<file path="config.mk">
export PLATFORM = sky130hd
export DESIGN_NAME = led_pwm_array
export DESIGN_NICKNAME = d
export VERILOG_FILES = /design/src/rtl/led_pwm_array.sv
export SDC_FILE = /design/constraint.sdc
export NUM_CORES = 1
export LEC_CHECK = 0
export ABC_AREA = 1
export CORE_ASPECT_RATIO = 2
export CORE_MARGIN = 2
export CORE_UTILIZATION = 60
export DETAILED_ROUTE_END_ITERATION = 8
export PLACE_DENSITY_LB_ADDON = 0.05
export SLEW_MARGIN = 20
export SYNTH_ARGS = -nofsm -noshare
export SYNTH_HDL_FRONTEND = slang
export SYNTH_SLANG_ARGS = --single-unit
</file>
<file path="constraint.sdc">
create_clock -name clk -period 3.1 [get_ports clk]
set_clock_uncertainty 0.15 [all_clocks]
set_input_delay 0.465 -clock clk [delete_from_list [all_inputs] [get_ports clk]]
set_output_delay 0.465 -clock clk [all_outputs]
set_load 0.01 [all_outputs]
</file>
<file path="src/rtl/led_pwm_array.sv">
// led_pwm_array: N-channel LED PWM engine with group dim/blink and fade.
// Register bus in, registered leds and readback out.
module led_pwm_array #(
  parameter int NUM_CH    = 4,
  parameter int PRESCALE  = 1,
  parameter int ADDR_BITS = 5
) (
  input  logic                 clk,
  input  logic                 reset,
  input  logic [ADDR_BITS-1:0] addr,
  input  logic [7:0]           data,
  input  logic                 w_en,
  input  logic                 r_en,
  output logic [7:0]           rdata,
  output logic [NUM_CH-1:0]    leds
);

  localparam int PW = (PRESCALE > 1) ? $clog2(PRESCALE) : 1;

  // mode_q = {sleep, dmblnk, invrt, fade_en}
  logic [3:0]              mode_q, mode_d;
  logic [7:0]              grppwm_q, grppwm_d;
  logic [7:0]              grpfreq_q, grpfreq_d;
  logic [7:0]              rate_q, rate_d;
  logic [NUM_CH-1:0][1:0]  lo_q, lo_d;
  logic [NUM_CH-1:0][7:0]  pwm_q, pwm_d;
  logic [NUM_CH-1:0][7:0]  eff_q, eff_d;
  logic [PW-1:0]           pre_q, pre_d;
  logic [7:0]              pcnt_q, pcnt_d;
  logic [7:0]              gcnt_q, gcnt_d;
  logic [7:0]              gdiv_q, gdiv_d;
  logic [7:0]              fdiv_q, fdiv_d;
  logic [7:0]              rdata_q, rdata_d;
  logic [NUM_CH-1:0]       leds_q, leds_d;
  logic [7:0]              rv;

  logic sleep, dmblnk, invrt, fade_en;
  logic run, tick, bnd, grp_on, raw, lv;

  assign sleep   = mode_q[3];
  assign dmblnk  = mode_q[2];
  assign invrt   = mode_q[1];
  assign fade_en = mode_q[0];
  assign run     = ~sleep;
  assign tick    = (pre_q == PW'(PRESCALE - 1));
  assign bnd     = run & tick & (pcnt_q == 8'hFF);
  assign grp_on  = (gcnt_q < grppwm_q);

  // register-bus writes
  always_comb begin
    mode_d    = mode_q;
    grppwm_d  = grppwm_q;
    grpfreq_d = grpfreq_q;
    rate_d    = rate_q;
    lo_d      = lo_q;
    pwm_d     = pwm_q;
    if (w_en) begin
      if (addr == ADDR_BITS'(0))
        mode_d = {data[4], data[3], data[2], data[0]};
      if (addr == ADDR_BITS'(1)) grppwm_d = data;
      if (addr == ADDR_BITS'(2)) grpfreq_d = data;
      if (addr == ADDR_BITS'(3)) rate_d = data;
      for (int i = 0; i < NUM_CH; i++) begin
        if (addr == ADDR_BITS'(4 + i / 4))
          lo_d[i] = data[2*(i%4) +: 2];
        if (addr == ADDR_BITS'(8 + i))
          pwm_d[i] = data;
      end
    end
  end

  // readback mux, sampled on r_en from pre-write state
  always_comb begin
    rv = 8'h00;
    if (addr == ADDR_BITS'(0))
      rv = {3'b000, mode_q[3:1], 1'b0, mode_q[0]};
    if (addr == ADDR_BITS'(1)) rv = grppwm_q;
    if (addr == ADDR_BITS'(2)) rv = grpfreq_q;
    if (addr == ADDR_BITS'(3)) rv = rate_q;
    for (int i = 0; i < NUM_CH; i++) begin
      if (addr == ADDR_BITS'(4 + i / 4))
        rv[2*(i%4) +: 2] = lo_q[i];
      if (addr == ADDR_BITS'(8 + i))
        rv = pwm_q[i];
    end
    rdata_d = r_en ? rv : rdata_q;
  end

  // prescaler, pwm counter and group counter
  always_comb begin
    pre_d  = pre_q;
    pcnt_d = pcnt_q;
    gcnt_d = gcnt_q;
    gdiv_d = gdiv_q;
    if (!run) begin
      pre_d  = '0;
      pcnt_d = 8'h00;
      gcnt_d = 8'h00;
      gdiv_d = 8'h00;
    end else begin
      if (tick) begin
        pre_d  = '0;
        pcnt_d = pcnt_q + 8'd1;
      end else begin
        pre_d  = pre_q + PW'(1);
      end
      if (!dmblnk) begin
        gdiv_d = 8'h00;
        if (bnd) gcnt_d = gcnt_q + 8'd1;
      end else if (bnd) begin
        if (gdiv_q == grpfreq_q) begin
          gdiv_d = 8'h00;
          gcnt_d = gcnt_q + 8'd1;
        end else begin
          gdiv_d = gdiv_q + 8'd1;
        end
      end
    end
  end

  // effective duty: snap or fade toward target at period boundaries
  always_comb begin
    eff_d  = eff_q;
    fdiv_d = fdiv_q;
    if (!run || !fade_en) begin
      fdiv_d = 8'h00;
    end else if (bnd) begin
      fdiv_d = (fdiv_q == rate_q) ? 8'h00 : fdiv_q + 8'd1;
    end
    if (bnd) begin
      for (int i = 0; i < NUM_CH; i++) begin
        if (!fade_en) begin
          eff_d[i] = pwm_q[i];
        end else if (fdiv_q == rate_q) begin
          if (eff_q[i] < pwm_q[i])
            eff_d[i] = eff_q[i] + 8'd1;
          else if (eff_q[i] > pwm_q[i])
            eff_d[i] = eff_q[i] - 8'd1;
        end
      end
    end
  end

  // per-channel output select, sleep blanking and inversion
  always_comb begin
    leds_d = '0;
    raw    = 1'b0;
    lv     = 1'b0;
    for (int i = 0; i < NUM_CH; i++) begin
      raw = (pcnt_q < eff_q[i]);
      lv  = 1'b0;
      unique case (1'b1)
        (lo_q[i] == 2'b00): lv = 1'b0;
        (lo_q[i] == 2'b01): lv = 1'b1;
        (lo_q[i] == 2'b10): lv = raw;
        (lo_q[i] == 2'b11): lv = raw & grp_on;
        default:            lv = 1'b0;
      endcase
      leds_d[i] = (lv & run) ^ invrt;
    end
  end

  // state registers
  always_ff @(posedge clk or negedge reset) begin
    if (!reset) begin
      mode_q    <= '0;
      grppwm_q  <= '0;
      grpfreq_q <= '0;
      rate_q    <= '0;
      lo_q      <= '0;
      pwm_q     <= '0;
      eff_q     <= '0;
      pre_q     <= '0;
      pcnt_q    <= '0;
      gcnt_q    <= '0;
      gdiv_q    <= '0;
      fdiv_q    <= '0;
      rdata_q   <= '0;
      leds_q    <= '0;
    end else begin
      mode_q    <= mode_d;
      grppwm_q  <= grppwm_d;
      grpfreq_q <= grpfreq_d;
      rate_q    <= rate_d;
      lo_q      <= lo_d;
      pwm_q     <= pwm_d;
      eff_q     <= eff_d;
      pre_q     <= pre_d;
      pcnt_q    <= pcnt_d;
      gcnt_q    <= gcnt_d;
      gdiv_q    <= gdiv_d;
      fdiv_q    <= fdiv_d;
      rdata_q   <= rdata_d;
      leds_q    <= leds_d;
    end
  end

  assign rdata = rdata_q;
  assign leds  = leds_q;

endmodule

</file>
==> results.ini <==
[clock_network]
clock_sinks = 144
clkTransAtPathRegs_ns = 0.06
cts_made_buffers = 17
clk_latency_ns = 0.43
cts_tree = yes
cts.path.max_buffers = 2
htreeDepth = 4
clock-root-buffer = clkbuf_16

[final_layout]
diodes = 0
finalNetCount = 1535
layout-drive-gt1-share_pct = 8.33
utilization_pct = 68.2
area_delta_synth_final_pct = 12.4

[synthesis]
synth_top_area_share_pct = 35.8
yosysSeqAreaShare_pct = 35.8
mappedNetlistArea_um2 = 10100
synthCells = 1362
synth_edf_count = 0
synth-main-ff-cell = dfrtp_1
yosys_warnings = 0
yosysTopAreaCell = dfrtp_1
ys_ff_latch = 144
synth.avg_cell_area_um2 = 7.40
yosys-top-cells-area = dfrtp_1 36%, nand2_1 14%, ha_1 12%
ys_async_sr_fraction_pct = 100
synthDistinctLibCells = 40
synth_fp_nets = 1482

[outcome]
status = completed

[power]
p_per_area_nw_per_um2 = 552
leakagePower_nw = 5.85
power.total_mw = 6.25
vdd_ir_drop_max_v = 0.000359

[global_route]
grt_pass1_vias = 9026
grt_pass1_wl_um = 45700
grt_start_max_net_pins = 57
grt_usage_pct = 32.9
overflow = 0
antenna_found_initial = 0

[job]
drv_cap = 0

[route]
post_drt_wl_per_cell_um = 17.2
ant_nets = 0
drt-pass1-iter-count = 6
routed_wl_um = 28100
viasPerCell = 5.76
drc_errors = 0
drt-initial-drc-count = 831
vias = 9417

[worst_setup_path]
endpoint_kind = register
cp_data_required_time_ns = 3.25
cp_max_fo = 5
r2r_cells = 17
worst_setup_path_start_kind = register
worstSetupPathType = register to register
crit_arrival_ns = 3.13

[floorplanning]
die_w_um = 95.6
core-area_um2 = 16600
start_util_pct = 60.7
die_area_um2 = 17900
io_pins = 29
die_h_um = 187
placementRows = 67

[timing]
hold_ws_ns = 0.304
worst_pin_slew_ns = 0.578
hold_viol = 0
fin_ws_ns = 0.127
fmax_ghz = 0.336
rsz0062_at_grt = true
setup_tns_ns = 0
maxSlewHeadroom_pct = 61.4
maxSlewViolCount = 0
period_share_pct = 95.9
setup_viol = 0
fin_crit_ns = 2.97

[placement]
hpwlAfterDp_um = 20900
pre_cts_ws_ns = 0.0400
place_congestion = 0.933
portBuffers = 28

[hold_path]
hp-class = input pin to async pin

[report_power, final]
group | switching [mW] | leakage (nW) | total [mW] | internal, mW
Clock | 0.880 | 0.265 | 1.94 | 1.06
Combinational | 1.21 | 3.66 | 1.95 | 0.736
Sequential | 0.261 | 1.93 | 2.36 | 2.10
[per-layer routing]
metal | part of all wire (%) | up-vias | global-route usage, %
li1 | - | 4590 | -
met1 | 41 | 4396 | 42.0
met2 | 49 | 332 | 53.4
met3 | 5.2 | 99 | 5.68
met4 | 4.5 | 0 | 14.9
met5 | 0 | - | 0
[stage by stage]
step | instance area (µm²) | std cells
detailed placement | 10600 | 1592
global placement | 10600 | 1592
floorplan | 10100 | 1362
global route | 11300 | 1635
finish | 11300 | 1635
CTS | 11200 | 1625
[sequential cells by signal, summed over array words and instances (netlist names)]
name	count
eff_q	32
fdiv_q	8
gcnt_q	8
gdiv_q	8
grpfreq_q	8
grppwm_q	8
leds	4
lo_q	8
mode_q	4
pcnt_q	8
pwm_q	32
rate_q	8
rdata	8
[worst max-delay path, cell delays in order (launching register included)]
cell and delay [ns]:
dfrtp_1 0.39, inv_1 0.11, ha_1 0.26, a21oi_1 0.13, nor2_1 0.06, nor3_2 0.20, nand2_2 0.15, buf_4 0.17
ha_1 0.30, nand2_1 0.07, inv_1 0.05, nand4_1 0.08, nand3_1 0.09, or2_2 0.28, nand3_1 0.07, o21ai_0 0.11
nand2_1 0.10, o21ai_0 0.08
[worst paths after layout]
kind / from / to / slack, ns
max: pwm_q[5]$_DFFE_PN0P_ / eff_q[6]$_DFFE_PN0P_ / 0.13
min: reset / eff_q[19]$_DFFE_PN0P_ / 0.30
max reg2reg: pwm_q[5]$_DFFE_PN0P_ / eff_q[6]$_DFFE_PN0P_ / 0.13
min reg2reg: rdata[3]$_DFFE_PN0P_ / rdata[3]$_DFFE_PN0P_ / 0.34
max in group asynchronous: reset / grpfreq_q[0]$_DFFE_PN0P_ / 1.75
min in group clk: rdata[3]$_DFFE_PN0P_ / rdata[3]$_DFFE_PN0P_ / 0.34
[synthesized netlist by cell type (7+ instances only)]
cell type and count:
clkbuf_1 8, xor2_1 13, a21oi_1 79, inv_1 184, dfrtp_1 144, o21ai_1 26
buf_2 9, nand2_1 374, nor3_1 13, nand3_1 82, nor2_1 75, nand4_1 23
xnor2_1 11, buf_6 7, ha_1 99, o21ai_0 140, a31oi_1 9, or2_2 11
[cells in the final DEF (no fill, tap or decap), types with 27 or more instances in the layout]
cell type,synthesis,final
a21oi_1,79,79
buf_4,2,29
clkdlybuf4s50_1,0,27
dfrtp_1,144,144
ha_1,99,94
inv_1,184,184
nand2_1,374,371
nand3_1,82,82
nor2_1,75,75
o21ai_0,140,139
o21ai_1,26,27
[cell families (layout without fill, tap and decap cells)]
kind of cell,Yosys count,in the layout,synth area share (%)
AND/OR/NAND/NOR,605,606,26.4
AO/OA/AOI/OAI,268,268,13.7
flip-flops,144,144,35.8
adder cells (fa/ha/maj),103,103,13.1
buffers and inverters,217,282,8.84
XOR/XNOR,24,24,2.09
multiplexers,1,1,0.0994
[final cells by class]
class | count | area (µm²)
Tap cell | 207 | 259
Clock inverter | 13 | 104
Sequential cell | 144 | 3600
Inverter | 190 | 718
Timing Repair Buffer | 60 | 549
Clock buffer | 19 | 443
Multi-Input combinational cell | 1002 | 5640
Fill cell | 1432 | 5280
[timing repair]
item,4_1_cts,5_1_grt
buffers inserted,0,9
hold buffers,1,0
setup endpoints to repair,0,17
gates resized for setup,0,15
hold endpoints to repair,21,0
Note: power is estimated with default switching activity, not from simulation.
